File: src/rtl/branch_predict_unit.sv
// Branch resolution and BTB-based next-PC prediction.
// Direct-mapped BTB with 2-bit counters; EX resolution drives a registered redirect.
module branch_predict_unit #(
  parameter int XLEN      = 32,
  parameter int BTB_DEPTH = 16,
  parameter int OP_W      = 6
) (
  input  logic            clk,
  input  logic            rst_n,
  input  logic [XLEN-1:0] if_pc,
  output logic            pred_taken,
  output logic [XLEN-1:0] pred_target,
  input  logic            ex_valid,
  input  logic            ex_stall,
  input  logic [OP_W-1:0] alu_op,
  input  logic [XLEN-1:0] reg_data1,
  input  logic [XLEN-1:0] reg_data2,
  input  logic [XLEN-1:0] imm,
  input  logic [XLEN-1:0] ex_pc,
  input  logic            ex_pred_taken,
  input  logic [XLEN-1:0] ex_pred_target,
  output logic            flush,
  output logic [XLEN-1:0] redirect_pc,
  output logic [XLEN-1:0] link_addr,
  output logic [31:0]     br_count,
  output logic [31:0]     mispred_count
);

  localparam int IDX_W = $clog2(BTB_DEPTH);
  localparam int TAG_W = XLEN - IDX_W - 2;

  localparam logic [OP_W-1:0] OP_BEQ  = OP_W'(6'b001011);
  localparam logic [OP_W-1:0] OP_BLT  = OP_W'(6'b001100);
  localparam logic [OP_W-1:0] OP_BGE  = OP_W'(6'b001101);
  localparam logic [OP_W-1:0] OP_JAL  = OP_W'(6'b001110);
  localparam logic [OP_W-1:0] OP_BNE  = OP_W'(6'b001111);
  localparam logic [OP_W-1:0] OP_BLTU = OP_W'(6'b010000);
  localparam logic [OP_W-1:0] OP_BGEU = OP_W'(6'b010001);
  localparam logic [OP_W-1:0] OP_JALR = OP_W'(6'b010010);

  localparam logic [XLEN-1:0] PC_STEP = XLEN'(32'd4);

  logic             r_valid  [BTB_DEPTH];
  logic [TAG_W-1:0] r_tag    [BTB_DEPTH];
  logic [XLEN-1:0]  r_target [BTB_DEPTH];
  logic [1:0]       r_ctr    [BTB_DEPTH];

  logic            r_flush;
  logic [XLEN-1:0] r_redirect_pc;
  logic [31:0]     r_br_count;
  logic [31:0]     r_mispred_count;

  logic [IDX_W-1:0] w_if_idx;
  logic [TAG_W-1:0] w_if_tag;
  logic             w_if_hit;
  logic [IDX_W-1:0] w_ex_idx;
  logic [TAG_W-1:0] w_ex_tag;
  logic             w_ex_hit;

  logic            w_is_br;
  logic            w_is_jal;
  logic            w_is_jalr;
  logic            w_br_taken;
  logic            w_is_jump;
  logic            w_is_ctrl;
  logic            w_taken;
  logic [XLEN-1:0] w_br_target;
  logic [XLEN-1:0] w_jalr_sum;
  logic [XLEN-1:0] w_target;
  logic [XLEN-1:0] w_fallthru;
  logic [XLEN-1:0] w_redirect;
  logic            w_mispred;
  logic            w_resolve;
  logic            w_write;
  logic [1:0]      w_ctr_cur;
  logic [1:0]      w_ctr_next;

  // Fetch-side lookup reads the pre-update array, giving read-before-write for free.
  assign w_if_idx    = if_pc[IDX_W+1:2];
  assign w_if_tag    = if_pc[XLEN-1:IDX_W+2];
  assign w_if_hit    = r_valid[w_if_idx] && (r_tag[w_if_idx] == w_if_tag);
  assign pred_taken  = w_if_hit && r_ctr[w_if_idx][1];
  assign pred_target = w_if_hit ? r_target[w_if_idx] : (if_pc + PC_STEP);

  assign w_ex_idx  = ex_pc[IDX_W+1:2];
  assign w_ex_tag  = ex_pc[XLEN-1:IDX_W+2];
  assign w_ex_hit  = r_valid[w_ex_idx] && (r_tag[w_ex_idx] == w_ex_tag);
  assign w_ctr_cur = r_ctr[w_ex_idx];

  // Opcode decode and branch condition evaluation.
  always_comb begin
    w_is_br    = 1'b0;
    w_is_jal   = 1'b0;
    w_is_jalr  = 1'b0;
    w_br_taken = 1'b0;
    case (alu_op)
      OP_BEQ:  begin w_is_br = 1'b1; w_br_taken = (reg_data1 == reg_data2); end
      OP_BNE:  begin w_is_br = 1'b1; w_br_taken = (reg_data1 != reg_data2); end
      OP_BLT:  begin w_is_br = 1'b1; w_br_taken = ($signed(reg_data1) <  $signed(reg_data2)); end
      OP_BGE:  begin w_is_br = 1'b1; w_br_taken = ($signed(reg_data1) >= $signed(reg_data2)); end
      OP_BLTU: begin w_is_br = 1'b1; w_br_taken = (reg_data1 <  reg_data2); end
      OP_BGEU: begin w_is_br = 1'b1; w_br_taken = (reg_data1 >= reg_data2); end
      OP_JAL:  w_is_jal  = 1'b1;
      OP_JALR: w_is_jalr = 1'b1;
      default: begin
        w_is_br    = 1'b0;
        w_br_taken = 1'b0;
      end
    endcase
  end

  assign w_is_jump   = w_is_jal || w_is_jalr;
  assign w_is_ctrl   = w_is_br || w_is_jump;
  assign w_taken     = w_is_jump || w_br_taken;
  assign w_br_target = ex_pc + imm;
  assign w_jalr_sum  = reg_data1 + imm;
  assign w_target    = w_is_jalr ? {w_jalr_sum[XLEN-1:1], 1'b0} : w_br_target;
  assign w_fallthru  = ex_pc + PC_STEP;
  assign w_redirect  = w_taken ? w_target : w_fallthru;
  assign link_addr   = w_fallthru;

  assign w_mispred = (w_taken != ex_pred_taken) || (w_taken && (ex_pred_target != w_target));
  // The instruction in EX during a flush cycle is wrong-path and must not resolve.
  assign w_resolve = ex_valid && !ex_stall && !r_flush && w_is_ctrl;
  assign w_write   = w_resolve && (w_ex_hit || w_taken);

  // Next counter value: jumps pin to strong-taken, new branches start weak-taken.
  always_comb begin
    w_ctr_next = w_ctr_cur;
    if (w_is_jump) begin
      w_ctr_next = 2'b11;
    end else if (!w_ex_hit) begin
      w_ctr_next = 2'b10;
    end else if (w_taken) begin
      w_ctr_next = (w_ctr_cur == 2'b11) ? 2'b11 : (w_ctr_cur + 2'd1);
    end else begin
      w_ctr_next = (w_ctr_cur == 2'b00) ? 2'b00 : (w_ctr_cur - 2'd1);
    end
  end

  // BTB storage: clear on reset, otherwise train on resolution.
  always_ff @(posedge clk) begin
    if (!rst_n) begin
      for (int i = 0; i < BTB_DEPTH; i++) begin
        r_valid[i]  <= 1'b0;
        r_tag[i]    <= '0;
        r_target[i] <= '0;
        r_ctr[i]    <= 2'b01;
      end
    end else if (w_write) begin
      r_valid[w_ex_idx] <= 1'b1;
      r_tag[w_ex_idx]   <= w_ex_tag;
      r_ctr[w_ex_idx]   <= w_ctr_next;
      if (w_taken) begin
        r_target[w_ex_idx] <= w_target;
      end
    end
  end

  // Redirect strobe, corrected PC and statistics.
  always_ff @(posedge clk) begin
    if (!rst_n) begin
      r_flush         <= 1'b0;
      r_redirect_pc   <= '0;
      r_br_count      <= 32'd0;
      r_mispred_count <= 32'd0;
    end else begin
      r_flush <= w_resolve && w_mispred;
      if (w_resolve) begin
        r_br_count <= r_br_count + 32'd1;
        if (w_mispred) begin
          r_mispred_count <= r_mispred_count + 32'd1;
          r_redirect_pc   <= w_redirect;
        end
      end
    end
  end

  assign flush         = r_flush;
  assign redirect_pc   = r_redirect_pc;
  assign br_count      = r_br_count;
  assign mispred_count = r_mispred_count;

endmodule

File: config.mk
export PLATFORM = sky130hd
export DESIGN_NAME = branch_predict_unit
export DESIGN_NICKNAME = d
export VERILOG_FILES = /design/src/rtl/branch_predict_unit.sv
export SDC_FILE = /design/constraint.sdc
export NUM_CORES = 2
export LEC_CHECK = 0
export CAP_MARGIN = 20
export CORE_ASPECT_RATIO = 1.25
export CORE_MARGIN = 5
export CORE_UTILIZATION = 50
export DETAILED_ROUTE_END_ITERATION = 7
export HOLD_SLACK_MARGIN = 0.03
export PLACE_DENSITY = 0.69
export SLEW_MARGIN = 30
export SYNTH_ARGS = -nofsm -noshare
export SYNTH_HDL_FRONTEND = slang
export SYNTH_SLANG_ARGS = --single-unit
File: constraint.sdc
create_clock -name clk -period 8.4 [get_ports clk]
set_clock_uncertainty 0.15 [all_clocks]
set_input_delay 1.26 -clock clk [delete_from_list [all_inputs] [get_ports clk]]
set_output_delay 1.26 -clock clk [all_outputs]
set_load 0.01 [all_outputs]
Word-level counts from Yosys, hierarchy flattened

Memories as Yosys holds them, arrays and structs flattened.
Index checks and enable logic that the tools add are counted.

Add/subtract/negate cells: 8
Order comparisons: 4
Equality and inequality tests: 15
Muxes and demuxes: 32
Reductions and logical operators: 23

Operator list:

| cell                                          | number |
|---|---|
| 2-to-1 mux 32 bit                             | 4 |
| adder 32 x 1 -> 32 bit, second input constant | 2 |
| adder 32 x 3 -> 32 bit, second input constant | 2 |
| adder 32 bit                                  | 2 |
| greater-or-equal comparator 32 bit            | 2 |
| < comparator 32 bit                           | 2 |
| != test 32 bit                                | 2 |
| == test 26 bit                                | 2 |
| == test 32 bit                                | 1 |
| OR reduction 32 bit                           | 1 |
| == test 6 x 4 -> 1 bit, second input constant | 5 |
| 2-to-1 mux 26 bit                             | 1 |
| OR reduction 26 bit                           | 1 |
| == test 6 x 5 -> 1 bit, second input constant | 3 |
| 2-to-1 mux 1 bit                              | 16 |
| 2-to-1 mux 4 bit                              | 4 |
| 2-to-1 mux 2 bit                              | 6 |
| logical AND 1 bit                             | 9 |
| case mux 1 bit (6 select lines)               | 1 |
| OR reduction 6 bit                            | 1 |
| logical OR 1 bit                              | 5 |
| adder 2 x 1 -> 2 bit, second input constant   | 1 |
| == test 2 bit, second input constant          | 1 |
| logical NOT 1 bit                             | 2 |
| other kinds (6)                               | 6 |

Register bits after elaboration: 97
RAM bits: 976
Input bits: 203
Output and inout port bits: 162
Word-level logic and storage cells: 90
Memories kept: 4

Memories:

| memory   | words | width | read ports | clocked after Yosys merged registers in | wr ports | RTL line | text |
|---|---|---|---|---|---|---|---|
| r_target | 16    | 32    | 1          | 0                                       | 16       | 45       | `logic [XLEN-1:0] r_target [BTB_DEPTH];` |
| r_tag    | 16    | 26    | 2          | 0                                       | 16       | 44       | `logic [TAG_W-1:0] r_tag [BTB_DEPTH];` |
| r_ctr    | 16    | 2     | 2          | 0                                       | 16       | 46       | `logic [1:0] r_ctr [BTB_DEPTH];` |
| r_valid  | 16    | 1     | 2          | 0                                       | 16       | 43       | `logic r_valid [BTB_DEPTH];` |

Longest topological paths before layout

Depth in word-level cells: 11
Depth in mapped cells: 19
Mapped depth without buffers: 14

Worst setup path before layout

Ideal clock, no wire load.

Path kind: input to output
Start: input if_pc[2]
End: output pred_target[10]
Arrival time: 4.842 ns
Setup slack: 2.148 ns
Stages: 12
Path buffers: 5
Cell sequence: clkbuf_1 > buf_1 > buf_1 > mux4_2 > mux4_2 > xnor2_1 > nand4_1 > nor2_1 > nand4_1 > clkbuf_1 > buf_1 > a21oi_1

Word-level cells in the longest chain between the ends: 4
Elaborated cells on any way between the ends: 7
Those cells by class: add/sub (1); eq/ne (1); mux (1); reduce/logical (1); memory (3)

RTL lines:

| item                      | RTL line | text |
|---|---|---|
| start, declared           | 10       | `input logic [XLEN-1:0] if_pc,` |
| memory read (16 x 26 bit) | --       |  |
| == test 26 bit            | 81       | `assign w_if_hit = r_valid[w_if_idx] && (r_tag[w_if_idx] == w_if_tag);` |
| logical AND 1 bit         | 81       |  |
| 2-to-1 mux 32 bit (*)     | 83       | `assign pred_target = w_if_hit ? r_target[w_if_idx] : (if_pc + PC_STEP);` |
| end, declared             | 12       | `output logic [XLEN-1:0] pred_target,` |

Mark *: on every way between the ends. The rest lies on a longest branch, timed or not.

Worst setup path in the final report

Start: input if_pc[2]
End: output pred_target[21]

The elaborated chain is that of the path after synthesis.

==> results.py <==
metrics = {
    "synthesis": {
        "synth_cells": 4559,
        "synth_edf_count": 960,
        "synth_top_family_by_area": "multiplexers",
        "ys_seq_elements": 1073,
        "synthAdderAreaFrac": 0.0221,
        "synthArstFlopShare": 0,
        "yosys.area_share.simple": 0.147,
        "synth_xor_area_frac": 0.0322,
        "yosysWarningCount": 0,
        "synth_cell_types": 92,
        "seq_area_frac_synth": 0.533,
        "synthMuxAreaShare": 0.176,
        "netlist_area_um2": 58300,
        "dominantRegCellSynth": "edfxtp_1",
        "synth_compound_area_frac": 0.0579,
        "synth_area_per_cell_um2": 12.8,
        "syn-num-nets": 4864,
    },
    "timing": {
        "fmax_mhz": 137,
        "rsz0062_at_grt": "no",
        "setup-violations-final": 0,
        "drv_slew": 0,
        "finalHoldViolCount": 0,
        "worst_pin_slew_ns": 1.11,
        "period_minus_slack_ns": 7.27,
        "relSlewSlack": 0.251,
        "min_period_over_period": 0.866,
        "setup_tns_ns": 0,
    },
    "pwr": {
        "p_int_mw": 9.47,
        "ir_drop_mv": 0.163,
        "comb_power_share": 0.164,
        "powerDensity_nw_per_um2": 191,
        "p_sw_frac": 0.267,
        "finalPower_mw": 12.9,
        "power_switching_mw": 3.44,
        "p_seq_frac": 0.474,
        "leakage_nw": 23.3,
        "pwr-share-clk": 0.362,
    },
    "die": {
        "num_rows": 140,
        "fp.coreArea_um2": 116000,
        "die_x_um": 315,
        "dieArea_um2": 124000,
        "boundaryPins": 365,
        "die_h_um": 392,
        "start_util": 0.502,
    },
    "clock_tree": {
        "cts_setup_buffers": 0,
        "hold_buffers": 0,
        "cts_tree": "built",
        "cts.path.max_buffers": 3,
        "cts.sinks": 1073,
        "h-tree-depth": 3,
        "cts-root-buf": "clkbuf_16",
        "clock_latency_ns": 0.73,
        "post_cts_resized": 0,
        "cts_buffers": 106,
        "clk_pin_slew_ns": 0.06,
    },
    "layout": {
        "layout_common_cells": "edfxtp_1 (960), nor2_1 (663), mux4_2 (445)",
        "final_common_cell": "edfxtp_1",
        "areaGrowthSynthToFinish_pct": 16.0,
        "layout-drive-gt1-share": 0.176,
        "nNetsFinal": 5113,
        "fillers": 9123,
    },
    "grt": {
        "grt_busiest_layer": "met2",
        "grt_pass1_wl_um": 296000,
        "grt_pass1_vias": 42100,
        "antenna_found_initial": 13,
        "grt_use_met1": 0.398,
        "grt_usage": 0.333,
        "gr-total-overflow": 0,
        "grt_start_max_net_pins": 90,
        "grt_use_met2": 0.546,
        "use_met3": 0.0797,
    },
    "routing": {
        "vias": 42400,
        "drc": 0,
        "routed_via_density": 6.56,
        "routed_wl_um": 208000,
        "avgRoutedWirePerCell_um": 32.2,
        "ant_nets": 0,
        "dr.pass1.iters": 6,
        "dr.first_iter.drc_count": 5752,
    },
    "flow_run": {
        "max_cap_viol_count": 0,
    },
    "setup_path": {
        "worstSetupPathType": "in -> out",
        "critPathRequiredTime_ns": 6.99,
        "rr_startpoint": "r_tag[15][3]",
        "critPathLaunchType": "input port",
        "arrival_ns": 5.86,
        "cp-startpoint": "if_pc[2]",
        "cp-end-kind": "output pin",
        "cp_max_fo": 60,
        "reg2reg_setup_slack_ns": 3.03,
    },
    "outcome": {
        "outcome": "finished, final reports clean",
    },
    "worst_hold_path": {
        "min_from": "r_valid[11]",
        "hp-class": "reg -> reg",
    },
    "placement": {
        "dp_hpwl_um": 139000,
        "io_buffers": 364,
        "place_congestion": 0.984,
    },
}
[cell type report]
| cell class | count | area [um2] | area share |
|---|---|---|---|
| Antenna cell | 9 | 22.5 | 0.000333 |
| Clock buffer | 140 | 2820 | 0.0417 |
| Clock inverter | 50 | 494 | 0.00730 |
| Inverter | 61 | 229 | 0.00338 |
| Multi-Input combinational cell | 3025 | 25600 | 0.379 |
| Sequential cell | 1073 | 31100 | 0.460 |
| Tap cell | 1562 | 1950 | 0.0289 |
| Timing Repair Buffer | 541 | 5430 | 0.0803 |
[flip-flops by register name (all words and copies together), names as in the netlist]
signal         flops
br_count          32
flush              1
mispred_count     32
r_ctr             32
r_tag            416
r_target         512
r_valid           16
redirect_pc       32
[worst paths after layout]
check	to	cells after the start
hold reg to reg	r_valid[11]	1
setup / recovery	pred_target[21]	11
hold / removal	r_valid[11]	1
setup reg to reg	r_target[3][24]	12
[cells in the mapped netlist (6+ instances only)]
master | n | area (um2)
buf_2 | 14 | 70.1
and4_1 | 7 | 61.3
o31ai_1 | 38 | 285
o21ai_1 | 17 | 85.1
ha_1 | 100 | 1250
a21o_1 | 43 | 323
and2_1 | 432 | 2700
and3_1 | 53 | 332
o21ai_0 | 78 | 390
or4_1 | 30 | 225
nor4_1 | 15 | 93.8
o211ai_1 | 12 | 90.1
mux2i_1 | 18 | 180
a2111oi_0 | 14 | 123
nor2b_1 | 26 | 163
nand3_1 | 77 | 385
a211o_1 | 7 | 61.3
nor3_1 | 40 | 200
or3_1 | 20 | 125
xor2_1 | 92 | 806
nor3b_1 | 9 | 67.6
a211oi_1 | 11 | 82.6
nand2b_1 | 27 | 169
a21oi_1 | 201 | 1010
dfxtp_1 | 113 | 2260
buf_1 | 50 | 188
o2111ai_1 | 23 | 201
nor2_1 | 663 | 2490
a31oi_1 | 8 | 50.1
mux2_2 | 6 | 67.6
o21bai_1 | 8 | 60.1
o21a_1 | 13 | 97.6
edfxtp_1 | 960 | 28800
clkbuf_1 | 323 | 1210
mux4_2 | 445 | 10000
nand4_1 | 83 | 519
nand2_1 | 207 | 777
xnor2_1 | 115 | 1010
inv_1 | 60 | 225
[power by group through the flow]
stage | sequential (mW) | combinational (mW) | clock [mW]
floorplan | 6.20 | 1.21 | 0
global placement | 6.21 | 2.06 | 0
detailed placement | 6.23 | 2.07 | 0
CTS | 6.12 | 2.08 | 4.71
global route | 6.14 | 2.19 | 4.92
finish | 6.12 | 2.11 | 4.67
[layer usage]
| layer | wire (um) | up-vias |
|---|---|---|
| met3 | 23100 | 747 |
| li1 | - | 17600 |
| met2 | 99600 | 2935 |
| met4 | 15900 | 10 |
| met5 | 62 | - |
| met1 | 69500 | 21100 |
[stage by stage]
stage / instance area [um2] / cells / hold WS (ns) / setup WS (ns) / utilization
detailed placement: 64300 / 6262 / 0.311 / 1.11 / 0.554
floorplan: 58300 / 4559 / 0.288 / 2.15 / -
finish: 67700 / 6461 / 0.321 / 1.13 / 0.583
global route: 67600 / 6458 / 0.343 / 1.02 / 0.582
global placement: 64300 / 6262 / 0.300 / 1.21 / 0.554
CTS: 67600 / 6452 / 0.325 / 1.23 / 0.582
[cells by family (layout without fill, tap and decap cells)]
group | after synthesis | count (layout)
flip-flops | 1073 | 1073
other | 0 | 9
adder cells (fa/ha/maj) | 102 | 102
XOR/XNOR | 210 | 210
AND/OR/NAND/NOR | 1717 | 1717
AO/OA/AOI/OAI | 526 | 526
multiplexers | 470 | 470
buffers and inverters | 461 | 792
[worst max-delay path, stage by stage]
cell and delay, ns:
buf_8 0.43, buf_4 0.54, mux4_2 0.57, mux4_2 0.54, xnor2_1 0.36, nand4_1 0.15, nor4_1 0.32, nand4_1 0.16
buf_4 0.33, a21oi_1 0.41, clkdlybuf4s50_1 0.61
(Power assumes the default switching activity.)
